**src/rtl/out_port_unit.sv**
```systemverilog
// Output-port unit: a small FIFO decouples write-back OUT instructions from a
// slow external device, which consumes OUT_PORT through a valid/ack handshake.
module out_port_unit #(
  parameter int WIDTH = 16,
  parameter int DEPTH = 4
) (
  input  logic                     clk,
  input  logic                     rst,
  input  logic                     out_signal,
  input  logic [WIDTH-1:0]         out_data,
  output logic                     stall_out,
  output logic [WIDTH-1:0]         OUT_PORT,
  output logic                     out_valid,
  input  logic                     out_ack,
  output logic [$clog2(DEPTH):0]   fifo_count
);

  localparam int AW = $clog2(DEPTH);
  localparam int CW = AW + 1;
  localparam logic [CW-1:0] CNT_FULL = CW'(DEPTH);
  localparam logic [CW-1:0] CNT_ONE  = CW'(1);
  localparam logic [AW-1:0] PTR_ONE  = AW'(1);

  typedef enum logic {S_IDLE, S_SEND} state_t;

  state_t           r_state;
  state_t           w_next_state;
  logic [WIDTH-1:0] r_mem [DEPTH];
  logic [AW-1:0]    r_wptr;
  logic [AW-1:0]    r_rptr;
  logic [CW-1:0]    r_count;
  logic [WIDTH-1:0] r_out_port;
  logic             w_full;
  logic             w_empty;
  logic             w_push;
  logic             w_pop;

  assign w_full  = (r_count == CNT_FULL);
  assign w_empty = (r_count == '0);
  // A full FIFO refuses the push even when a pop frees a slot in the same cycle.
  assign w_push  = out_signal && !w_full;

  // NOTE: every signal written in always_comb gets a default first, so no path leaves it unassigned and no latch is inferred.
  always_comb begin
    w_next_state = r_state;
    w_pop        = 1'b0;
    case (r_state)
      S_IDLE: begin
        if (!w_empty) begin
          w_pop        = 1'b1;
          w_next_state = S_SEND;
        end
      end
      S_SEND: begin
        if (out_ack) begin
          if (!w_empty) w_pop        = 1'b1;
          else          w_next_state = S_IDLE;
        end
      end
      default: w_next_state = S_IDLE;
    endcase
  end

  // NOTE: sequential state uses non-blocking assignments so every register samples pre-edge values, independent of block order.
  always_ff @(posedge clk) begin
    if (rst) r_state <= S_IDLE;
    else     r_state <= w_next_state;
  end

  always_ff @(posedge clk) begin
    if (rst) begin
      r_wptr     <= '0;
      r_rptr     <= '0;
      r_count    <= '0;
      r_out_port <= '0;
    end else begin
      if (w_push) r_wptr <= r_wptr + PTR_ONE;
      if (w_pop) begin
        r_rptr     <= r_rptr + PTR_ONE;
        r_out_port <= r_mem[r_rptr];
      end
      case ({w_push, w_pop})
        2'b10:   r_count <= r_count + CNT_ONE;
        2'b01:   r_count <= r_count - CNT_ONE;
        default: r_count <= r_count;
      endcase
    end
  end

  // NOTE: the storage array is deliberately not reset; the pointers and count define which entries are live.
  always_ff @(posedge clk) begin
    if (!rst && w_push) r_mem[r_wptr] <= out_data;
  end

  assign stall_out  = w_full;
  assign OUT_PORT   = r_out_port;
  assign out_valid  = (r_state == S_SEND);
  assign fifo_count = r_count;

endmodule
```
**config.mk**
```make
export PLATFORM = sky130hd
export DESIGN_NAME = out_port_unit
export DESIGN_NICKNAME = d
export VERILOG_FILES = /design/src/rtl/out_port_unit.sv
export SDC_FILE = /design/constraint.sdc
export NUM_CORES = 1
export LEC_CHECK = 0
export CORE_MARGIN = 10
export CORE_UTILIZATION = 44
export CTS_CLUSTER_SIZE = 8
export DETAILED_ROUTE_END_ITERATION = 10
export DONT_BUFFER_PORTS = 1
export GPL_TIMING_DRIVEN = 0
export MAX_ROUTING_LAYER = met4
export PLACE_DENSITY = 0.63
export SLEW_MARGIN = 5
export SYNTH_ARGS = -nofsm -noshare
export SYNTH_HDL_FRONTEND = slang
export SYNTH_SLANG_ARGS = --single-unit
```
**constraint.sdc**
```tcl
create_clock -name clk -period 2.9 [get_ports clk]
set_input_delay 0.58 -clock clk [delete_from_list [all_inputs] [get_ports clk]]
set_output_delay 0.58 -clock clk [all_outputs]
set_load 0.01 [all_outputs]
```
==> metrics <==
Synth area leaders edfxtp_1 58%, dfxtp_1 15%, mux4_2 11%, a22o_1 4.3%, ha_1 1.9%; final WL around 5.8 mm; RSZ-0062 raised after global routing false; commonest cells in the netlist 64 x edfxtp_1, 24 x dfxtp_1, 16 x a22o_1, 16 x mux4_2, 7 x inv_1; GR Util met3 0.04771; die width approximately 110 µm; Max-Cap Viols 0; fin crit period 2.363 ns; dpl ws around 0.54 ns; most area-hungry cell type in the Yosys netlist edfxtp_1; CTS tree yes; # DRC 0; vias after detailed routing 1,555; syn_nets 203; fillcell total between 500 and 600; Crit. End Element flop; postcts setup bufs 0; hold depth 0; Min Hold Slack 0.3341 ns; Gate Count Post-Synth ~180; status finished clean; Primary FF master, synth edfxtp_1; Max Freq 423.2 MHz; WP data arrival between 2 and 3 ns; Reg clk slew, reported paths 0.08 ns; HP Start out_data[11]; final period utilization 0.8148; CP max stage delay 0.49 ns; Psw 979.1 µW; Area Growth Syn to Fin 9.627%; Logic pwr share 0.235; Worst Hold Class in -> reg; Final Wtd Congestion about 0.68; Clk pwr share 0.240; Cell Rows 31; detailed placer's ending HPWL roughly 3.9 mm; GRT Resource Usage Total 0.1067; worst-skew pair later-pin latency 0.33 ns; max-slew violation count 0; core box area between 0.007 and 0.008 mm²; type of origin of the critical path flop; CTS Sinks 88; Initial DRC Count 50; PwrDens 909.2 mW/mm²; Reg2Reg Depth 8; post-route worst setup slack around 0.54 ns; LEAKAGE 0.001196 µW; hold violation total from the final report 0; wire per inst approximately 20 µm; asr flop ratio synth 0; final setup violation count 0; io pins 41; CP startpoint fifo_count[2]; Placed Area 0.003412 mm²; Synth top area share 0.5845; crit-path cells or3b_1, nand2_1, ha_1, inv_1, fa_1, xor2_1, or3_1, a21oi_1; Netlist cell types 29; Worst EP required 3.17 ns; GR Overflow Total 0; Int Power 2298 µW; fin area between 0.003 and 0.004 mm²; first-pass detailed-route iteration total 4; grt peak-use layer met2; DRT antenna net count 0; storage element area 0.002402 mm²; critical path's slowest cell dfxtp_1; sequential share of the synthesized area 0.7306; Post-Syn Area 0.003288 mm²; yosys warns 0; Ant. Diodes 0; pin count of the biggest net entering global routing 17; share of layout cells above drive strength 1 0.2176; Mapped Avg Cell Area 18.58 µm²; sink of the worst hold path r_mem[1][11]; Buffers on Ports 0; H-tree depth 3; Avg Vias per Cell 5.325; sw frac 0.2987; Reg-to-Reg Start fifo_count[2]; Layout Skew 0.006423 ns; CP Max Fanout 6; GR Util met2 0.1727; reg-to-reg slack, setup between 0.5 and 0.6 ns; number of synthesized flops with an enable pin 64; die height 106.4 µm; Layout Nets 214; starting density of the core 0.4533; Resized Gates After CTS 0; largest buffer count on any clock path 2; worst rel slew slack 0.3775; initial antenna violation count 0; CTS Hold Bufs 0; worst vdd ir between 0.4 and 0.5 mV; Worst Tran Pin Value 0.9337 ns; first-pass GRT wire length ~9 mm; TritonCTS Buffers 9; critical path type reg -> reg; Worst R2R End fifo_count[2]; CTS root buffer clkbuf_8; area of the multi-input gates 812.0 µm²; Seq pwr share 0.525; met1 Use GR 0.1130; setup TNS 0 ns; vias in the first global route 1,680; #FFs+latches synth between 80 and 90; most frequent cell after synthesis edfxtp_1; die area 0.01133 mm²
-- critical path: cells and delay by family, from the launching register on --
family	cells	cell delay [ns]
compound gates	1	0.15
xor+xnor	1	0.16
fa+ha+maj	2	0.56
buf+inv	1	0.07
flops	1	0.49
simple gates	3	0.86
-- worst max-delay path by stage --
stage	to	slack, ns	depth (start not counted)
detailed placement	r_mem[0][9]	0.54	3
global placement	fifo_count[2]	0.66	8
floorplan	fifo_count[2]	0.75	8
CTS	fifo_count[2]	0.54	8
finish	fifo_count[2]	0.54	8
global route	r_mem[2][11]	0.43	4
-- routing by layer --
| layer | vias to the layer above | routed length (µm) |
|---|---|---|
| met5 | - | 0 |
| met4 | 0 | 48 |
| met3 | 5 | 451 |
| met2 | 35 | 2942 |
| met1 | 795 | 2343 |
| li1 | 720 | - |
-- power by group through the flow --
stage	registers, µW	clock network, µW	logic, µW
floorplan	1700	0	639
detailed placement	1760	0	782
global placement	1750	0	749
CTS	1730	802	783
finish	1720	787	769
global route	1740	861	858
-- registers in the layout, indices dropped and copies added (netlist names) --
| signal | cells |
|---|---|
| out_valid | 1 |
| r_wptr | 2 |
| r_mem | 64 |
| OUT_PORT | 16 |
| fifo_count | 3 |
| r_rptr | 2 |
-- logic make-up (layout without fill, tap and decap cells) --
kind of cell    Yosys count  count (layout)  share of synthesized area
flops                    88              88                     0.7306
fa+ha+maj                 6               6                    0.02511
compound gates           29              29                    0.06811
simple gates             21              21                    0.03881
xor+xnor                  2               2                   0.005328
mux                      16              16                     0.1096
buf+inv                  15              31                    0.02245
-- cell usage in the layout (no fill, tap or decap), types with 2 or more instances in the layout --
master	netlist	final
a21oi_1	6	6
ha_1	5	5
o21ai_0	4	4
nor2_1	5	5
xor2_1	2	2
or3_1	2	2
clkinv_4	0	2
nand3_1	2	2
buf_2	2	2
inv_1	7	7
and2_1	4	4
dfxtp_1	24	24
mux4_2	16	16
clkbuf_8	0	12
a22o_1	16	16
edfxtp_1	64	64
clkbuf_1	2	2
nor3_2	2	2
buf_4	2	2
clkinv_2	0	2
-- area by class of cell --
class                   count  area share
flip-flops and latches     88      0.6664
plain buffers               7     0.01215
well taps                  99     0.03436
clock buffers              12     0.04582
clock inverters             4    0.007636
multi-input cells          74      0.2253
inverters                   8    0.008330
-- metrics by stage --
stage	std cells	utilization	power, µW
floorplan	177	-	2342
global placement	276	0.4704	2498
detailed placement	276	0.4704	2541
CTS	292	0.4970	3316
global route	292	0.4970	3464
finish	292	0.4970	3278
(Power assumes the default switching activity.)
